==> config.mk <==
export PLATFORM = sky130hd
export DESIGN_NAME = fifo_rd_drain
export DESIGN_NICKNAME = d
export VERILOG_FILES = /design/src/rtl/fifo_rd_drain.sv
export SDC_FILE = /design/constraint.sdc
export NUM_CORES = 1
export LEC_CHECK = 0
export CORE_ASPECT_RATIO = 1.4
export CORE_MARGIN = 1
export CORE_UTILIZATION = 48
export CTS_CLUSTER_DIAMETER = 100
export DETAILED_ROUTE_END_ITERATION = 6
export PLACE_DENSITY = 0.77
export SLEW_MARGIN = 30
export SYNTH_ARGS = -nofsm -noshare
export SYNTH_HDL_FRONTEND = slang
export SYNTH_SLANG_ARGS = --single-unit
==> constraint.sdc <==
create_clock -name clk_r -period 2.3 [get_ports clk_r]
set_clock_uncertainty 0.15 [all_clocks]
set_input_delay 0.23 -clock clk_r [delete_from_list [all_inputs] [get_ports clk_r]]
set_output_delay 0.23 -clock clk_r [all_outputs]
set_load 0.02 [all_outputs]
==> src/rtl/fifo_rd_drain.sv <==
`default_nettype none
// ============================================================================
// Module   : fifo_rd_drain
// Purpose  : Read-side consumer for the common FIFO (read clock domain).
//            Pops words from the FIFO read port and presents them on a
//            valid/ready stream. A small circular output buffer hides the
//            FIFO read latency, so the stream sustains one word per cycle.
//            Pops are credit based and never underflow the FIFO or
//            overflow the buffer.
// Ports    : clk_r, rst_r_n          - read clock, async active-low reset
//            empty, rd_en, rd_data   - FIFO read port (rd_data RD_LAT late)
//            enable                  - gate for issuing new pops
//            flush                   - drop buffered and in-flight words
//            out_valid/out_data/out_ready - output stream
//            idle                    - nothing held, nothing in flight,
//                                      enable low (registered)
//            word_cnt, stall_cnt     - statistics (optional, see below)
// Options  : define FIFO_RD_DRAIN_STATS_EN to add the saturating word_cnt
//            and stall_cnt counters and their output ports.
// Revision : 1.0 - initial release
// ============================================================================
module fifo_rd_drain #(
  parameter int WIDTH     = 8,
  parameter int RD_LAT    = 1,
  parameter int BUF_DEPTH = RD_LAT + 1
) (
  input  logic             clk_r,
  input  logic             rst_r_n,
  input  logic             empty,
  output logic             rd_en,
  input  logic [WIDTH-1:0] rd_data,
  input  logic             enable,
  input  logic             flush,
  output logic             out_valid,
  output logic [WIDTH-1:0] out_data,
  input  logic             out_ready,
  output logic             idle
`ifdef FIFO_RD_DRAIN_STATS_EN
  ,
  output logic [31:0]      word_cnt,
  output logic [31:0]      stall_cnt
`endif
);

  localparam int PTR_W = (BUF_DEPTH > 1) ? $clog2(BUF_DEPTH) : 1;
  localparam int CNT_W = $clog2(BUF_DEPTH + 1);
  localparam int SR_W  = (RD_LAT > 0) ? RD_LAT : 1;
  localparam logic [PTR_W-1:0] PTR_LAST = PTR_W'(BUF_DEPTH - 1);

  logic [WIDTH-1:0] buf_q [BUF_DEPTH];
  logic [WIDTH-1:0] buf_d [BUF_DEPTH];
  logic [PTR_W-1:0] wr_ptr_q, wr_ptr_d;
  logic [PTR_W-1:0] rd_ptr_q, rd_ptr_d;
  logic [CNT_W-1:0] count_q, count_d;
  logic [SR_W-1:0]  sr_q, sr_d;
  logic             idle_q, idle_d;
  logic             pop_out;
  logic             capture;
  logic             wr_fire;
  int               inflight;
  int               credits;

  // Circular pointer advance; depth need not be a power of two.
  function automatic logic [PTR_W-1:0] ptr_inc(input logic [PTR_W-1:0] p);
    ptr_inc = (p == PTR_LAST) ? '0 : p + PTR_W'(1);
  endfunction

  assign out_valid = (count_q != '0);
  assign out_data  = buf_q[rd_ptr_q];
  assign pop_out   = out_valid & out_ready;
  assign idle      = idle_q;

  // A slot is reserved for every word in flight, so a return can always
  // land. A same-cycle stream pop frees one slot, which keeps the stream
  // at full rate with the minimum buffer depth.
  always_comb begin
    inflight = $countones(sr_q);
    credits  = BUF_DEPTH - int'(count_q) - inflight;
    rd_en    = rst_r_n & enable & ~empty & ~flush & ((credits > 0) | pop_out);
  end

  generate
    if (RD_LAT == 0) begin : g_lat_zero
      // Data is on rd_data in the pop cycle itself; nothing is ever in flight.
      assign capture = rd_en;
      assign sr_d    = '0;
    end else begin : g_lat_pipe
      // The bit leaving the top of the shift register marks rd_data valid.
      assign capture = sr_q[SR_W-1];
      assign sr_d    = flush ? '0 : ((sr_q << 1) | SR_W'(rd_en));
    end
  endgenerate

  always_comb begin
    buf_d    = buf_q;
    wr_ptr_d = wr_ptr_q;
    rd_ptr_d = rd_ptr_q;
    count_d  = count_q;
    // Returns arriving during a flush are dropped.
    wr_fire  = capture & ~flush;
    if (flush) begin
      wr_ptr_d = '0;
      rd_ptr_d = '0;
      count_d  = '0;
    end else begin
      if (wr_fire) begin
        buf_d[wr_ptr_q] = rd_data;
        wr_ptr_d        = ptr_inc(wr_ptr_q);
      end
      if (pop_out) begin
        rd_ptr_d = ptr_inc(rd_ptr_q);
      end
      case ({wr_fire, pop_out})
        2'b10:   count_d = count_q + CNT_W'(1);
        2'b01:   count_d = count_q - CNT_W'(1);
        default: count_d = count_q;
      endcase
    end
  end

  assign idle_d = (count_q == '0) & (sr_q == '0) & ~enable;

  always_ff @(posedge clk_r or negedge rst_r_n) begin
    if (!rst_r_n) begin
      for (int i = 0; i < BUF_DEPTH; i++) begin
        buf_q[i] <= '0;
      end
      wr_ptr_q <= '0;
      rd_ptr_q <= '0;
      count_q  <= '0;
      sr_q     <= '0;
      idle_q   <= 1'b0;
    end else begin
      buf_q    <= buf_d;
      wr_ptr_q <= wr_ptr_d;
      rd_ptr_q <= rd_ptr_d;
      count_q  <= count_d;
      sr_q     <= sr_d;
      idle_q   <= idle_d;
    end
  end

`ifdef FIFO_RD_DRAIN_STATS_EN
  logic [31:0] word_cnt_q, word_cnt_d;
  logic [31:0] stall_cnt_q, stall_cnt_d;

  always_comb begin
    word_cnt_d  = word_cnt_q;
    stall_cnt_d = stall_cnt_q;
    if (flush) begin
      word_cnt_d  = '0;
      stall_cnt_d = '0;
    end else begin
      if (pop_out && (word_cnt_q != 32'hFFFF_FFFF)) begin
        word_cnt_d = word_cnt_q + 32'd1;
      end
      if (out_valid && !out_ready && (stall_cnt_q != 32'hFFFF_FFFF)) begin
        stall_cnt_d = stall_cnt_q + 32'd1;
      end
    end
  end

  always_ff @(posedge clk_r or negedge rst_r_n) begin
    if (!rst_r_n) begin
      word_cnt_q  <= '0;
      stall_cnt_q <= '0;
    end else begin
      word_cnt_q  <= word_cnt_d;
      stall_cnt_q <= stall_cnt_d;
    end
  end

  assign word_cnt  = word_cnt_q;
  assign stall_cnt = stall_cnt_q;
`else
  // Statistics counters are not built in this configuration.
`endif

endmodule
`default_nettype wire

==> results by group <==
Setup path
  – Worst R2R Start: count_q[1]
  – CP max stage cell: fa_1
  – Reg-to-Reg End: count_q[1]
  – Critical Path Fanout Max: 2
  – WS Path Type: flop to output port
  – Nature of the critical path endpoint: output port
  – Crit path launch type: flop
  – CP arrival: roughly 1.9 ns
  – Worst-path cell chain: inv_1 -> ha_1 -> fa_1 -> a21oi_2 -> o21a_1 -> buf_2
  – CP peak stage delay: roughly 0.48 ns
  – Cells on worst reg2reg path: 5
  – Worst EP required: approximately 1.9 ns
  – Worst reg2reg setup slack: 0.40 ns

Floorplanning
  – CORE AREA: 0.00202 mm^2
  – Row cnt: 19
  – Die height: roughly 58 um
  – Die Span X: approximately 42 um
  – Starting Density: 0.526
  – Ports: 25
  – Die area: roughly 0.0024 mm^2

Layout
  – Layout Nets: 125
  – N_diodes: 0
  – Syn-to-layout area delta: 30.0%
  – Post-route insts no fill: approximately 130
  – Layout cell share with drive strength beyond 1: 0.355

Detailed routing
  – Drt drc: 0
  – Initial DRC count: 2
  – DR vias/cell: between 5 and 6
  – Drt pass-1 iters: 4
  – Via count: about 700
  – WL final: 1890 um
  – Antenna Nets Post-Route: 0
  – Post-DR wirelength/cell: roughly 15 um

Timing
  – Slew Viols, Final: 0
  – Tmin final: around 2.2 ns
  – Slew @ Worst Pin: around 0.44 ns
  – Final critical-path share of the clock period: 0.970
  – Final Setup Violations: 0
  – Unrepaired setup endpoints after global routing: no
  – TNS Setup: 0 ns
  – Final hold violations: 0
  – Slew margin rel.: 0.703
  – Fmax: approximately 0.45 GHz

Status
  – Status: completed

CTS
  – CTS Buf Count: 3
  – Root Driver: clkbuf_4
  – Hold_buf cts: 0
  – TritonCTS Sinks: 22
  – Post CTS Setup Buffer Count: 0
  – CTS tree: yes
  – Clock Tree Buf Depth: 2
  – H-tree depth: 1
  – Post-cts repair resize count: 5
  – Clock Latency Late Sink: a little over 0.3 ns
  – Clock transition at path regs: roughly 0.12 ns

Placement
  – DP Cell Count: about 120
  – Port-buffer cells: 24
  – Routability Congestion: roughly 0.7
  – DPL Wire Length: between 1000 and 1500 um

Global route
  – First-pass GRT wire length: approximately 3200 um
  – Vias in the first global route: roughly 750
  – Initial antenna violation count: 0
  – Largest net degree at the start of global routing: 23
  – Congestion Overflow GR: 0
  – Total GRT Usage: 0.177

Power and ir drop
  – Power density over cell area: approximately 1100 mW/mm^2
  – Leak pwr: 0.629 nW
  – Peak supply drop: approximately 0.76 mV

Yosys
  – Mean Syn Cell Area: 13.8 um^2
  – Mapped cell area: approximately 0.0011 mm^2
  – Synth Instances: a little under 80
  – Flops & latches, synth: 22
  – Syn Nets: between 90 and 100
  – Seq/Total Area, Yosys: 0.518
  – Distinct cell type count after synthesis: 22
  – YS warnings: 0

Run
  – Max cap viols: 0

Worst hold path
  – HP Class: primary input to async pin
## placed cells by master (no fill, tap or decap), drive strengths merged
cell type      Yosys  routed
mux2              25      25
clkdlybuf4s50      0      23
dfrtp             22      22
buf                2       6
nor2               5       5
xnor2              4       4
clkbuf             1       4
inv                3       3
o21a               2       2
ha                 2       2
nor3               1       1
nor2b              1       1
a21oi              1       1
nor4bb             1       1
nand3b             1       1
nor3b              1       1
nand2              1       1
or4b               1       1
o21ai              1       1
nand2b             1       1
fa                 1       1
## registers in the layout, summed over array words and instances, names as in the netlist
signal	flops
buf_q	16
capture	1
count_q	2
wr_ptr_q	1
idle	1
rd_ptr_q	1
## critical path: cells and delay by family (launching register included)
kind	cells	cell delay, ns
compound gates	2	0.29
fa+ha+maj	2	0.68
buf+inv	2	0.21
flops	1	0.36
## cell families (layout without fill, tap and decap cells)
group / count (synthesis) / in the layout / share of synthesized area
xor+xnor: 4 / 4 / 0.0330
mux: 25 / 25 / 0.265
fa+ha+maj: 3 / 3 / 0.0424
buf+inv: 6 / 36 / 0.0294
flops: 22 / 22 / 0.518
simple gates: 13 / 13 / 0.0848
compound gates: 4 / 4 / 0.0271
## synth_stat cells
| master | instances | area [um^2] |
|---|---|---|
| dfrtp_1 | 22 | 551 |
| nand2_1 | 1 | 3.75 |
| nand2b_1 | 1 | 6.26 |
| xnor2_1 | 4 | 35.0 |
| nor3_1 | 1 | 5.00 |
| mux2_2 | 24 | 270 |
| clkbuf_1 | 1 | 3.75 |
| buf_6 | 1 | 11.3 |
| nor2_1 | 5 | 18.8 |
| nor2b_1 | 1 | 6.26 |
| o21ai_2 | 1 | 8.76 |
| mux2_1 | 1 | 11.3 |
| inv_1 | 3 | 11.3 |
| ha_1 | 2 | 25.0 |
| or4b_4 | 1 | 13.8 |
| buf_2 | 1 | 5.00 |
| nor3b_4 | 1 | 18.8 |
| nand3b_1 | 1 | 7.51 |
| a21oi_1 | 1 | 5.00 |
| nor4bb_1 | 1 | 10.0 |
| fa_1 | 1 | 20.0 |
| o21a_1 | 2 | 15.0 |
## metrics by stage
stage	setup slack, ns	util	total power [mW]	hold WS (ns)	area [um^2]
floorplan	0.403	-	1.04	-0.216	1060
global placement	0.0140	0.666	1.34	0.333	1350
detailed placement	-0.0103	0.666	1.36	0.343	1350
CTS	0.0618	0.684	1.58	0.193	1380
global route	0.000259	0.684	1.67	0.216	1380
finish	0.0685	0.684	1.58	0.176	1380
## layer usage
layer | GRT usage | share of wire
met5 | 0 | 0
met4 | 0.0691 | 0.019
met3 | 0.0218 | 0.029
met2 | 0.333 | 0.56
met1 | 0.201 | 0.40
## worst max path at each step
| stage | endpoint | start | cells after the start | slack, ns |
|---|---|---|---|---|
| floorplan | count_q[1] | count_q[0] | 5 | 0.40 |
| global placement | rd_en | rst_r_n | 4 | 0.01 |
| detailed placement | rd_en | count_q[0] | 6 | -0.01 |
| CTS | out_data[2] | rd_ptr_q | 2 | 0.06 |
| global route | rd_en | count_q[0] | 6 | 0.0003 |
| finish | rd_en | count_q[0] | 6 | 0.07 |
## cell type report
cell class	instances	area, um^2
Clock buffer	4	36.3
Fill cell	160	639
Inverter	3	11.3
Multi-Input combinational cell	49	484
Sequential cell	22	551
Tap cell	21	26.3
Timing Repair Buffer	29	273
## where the power goes
group	switching [mW]	internal, mW
Clock	0.119	0.0966
Sequential	0.0747	0.496
Combinational	0.348	0.444
Total	0.542	1.04
Note: power is estimated with default switching activity, not from simulation.
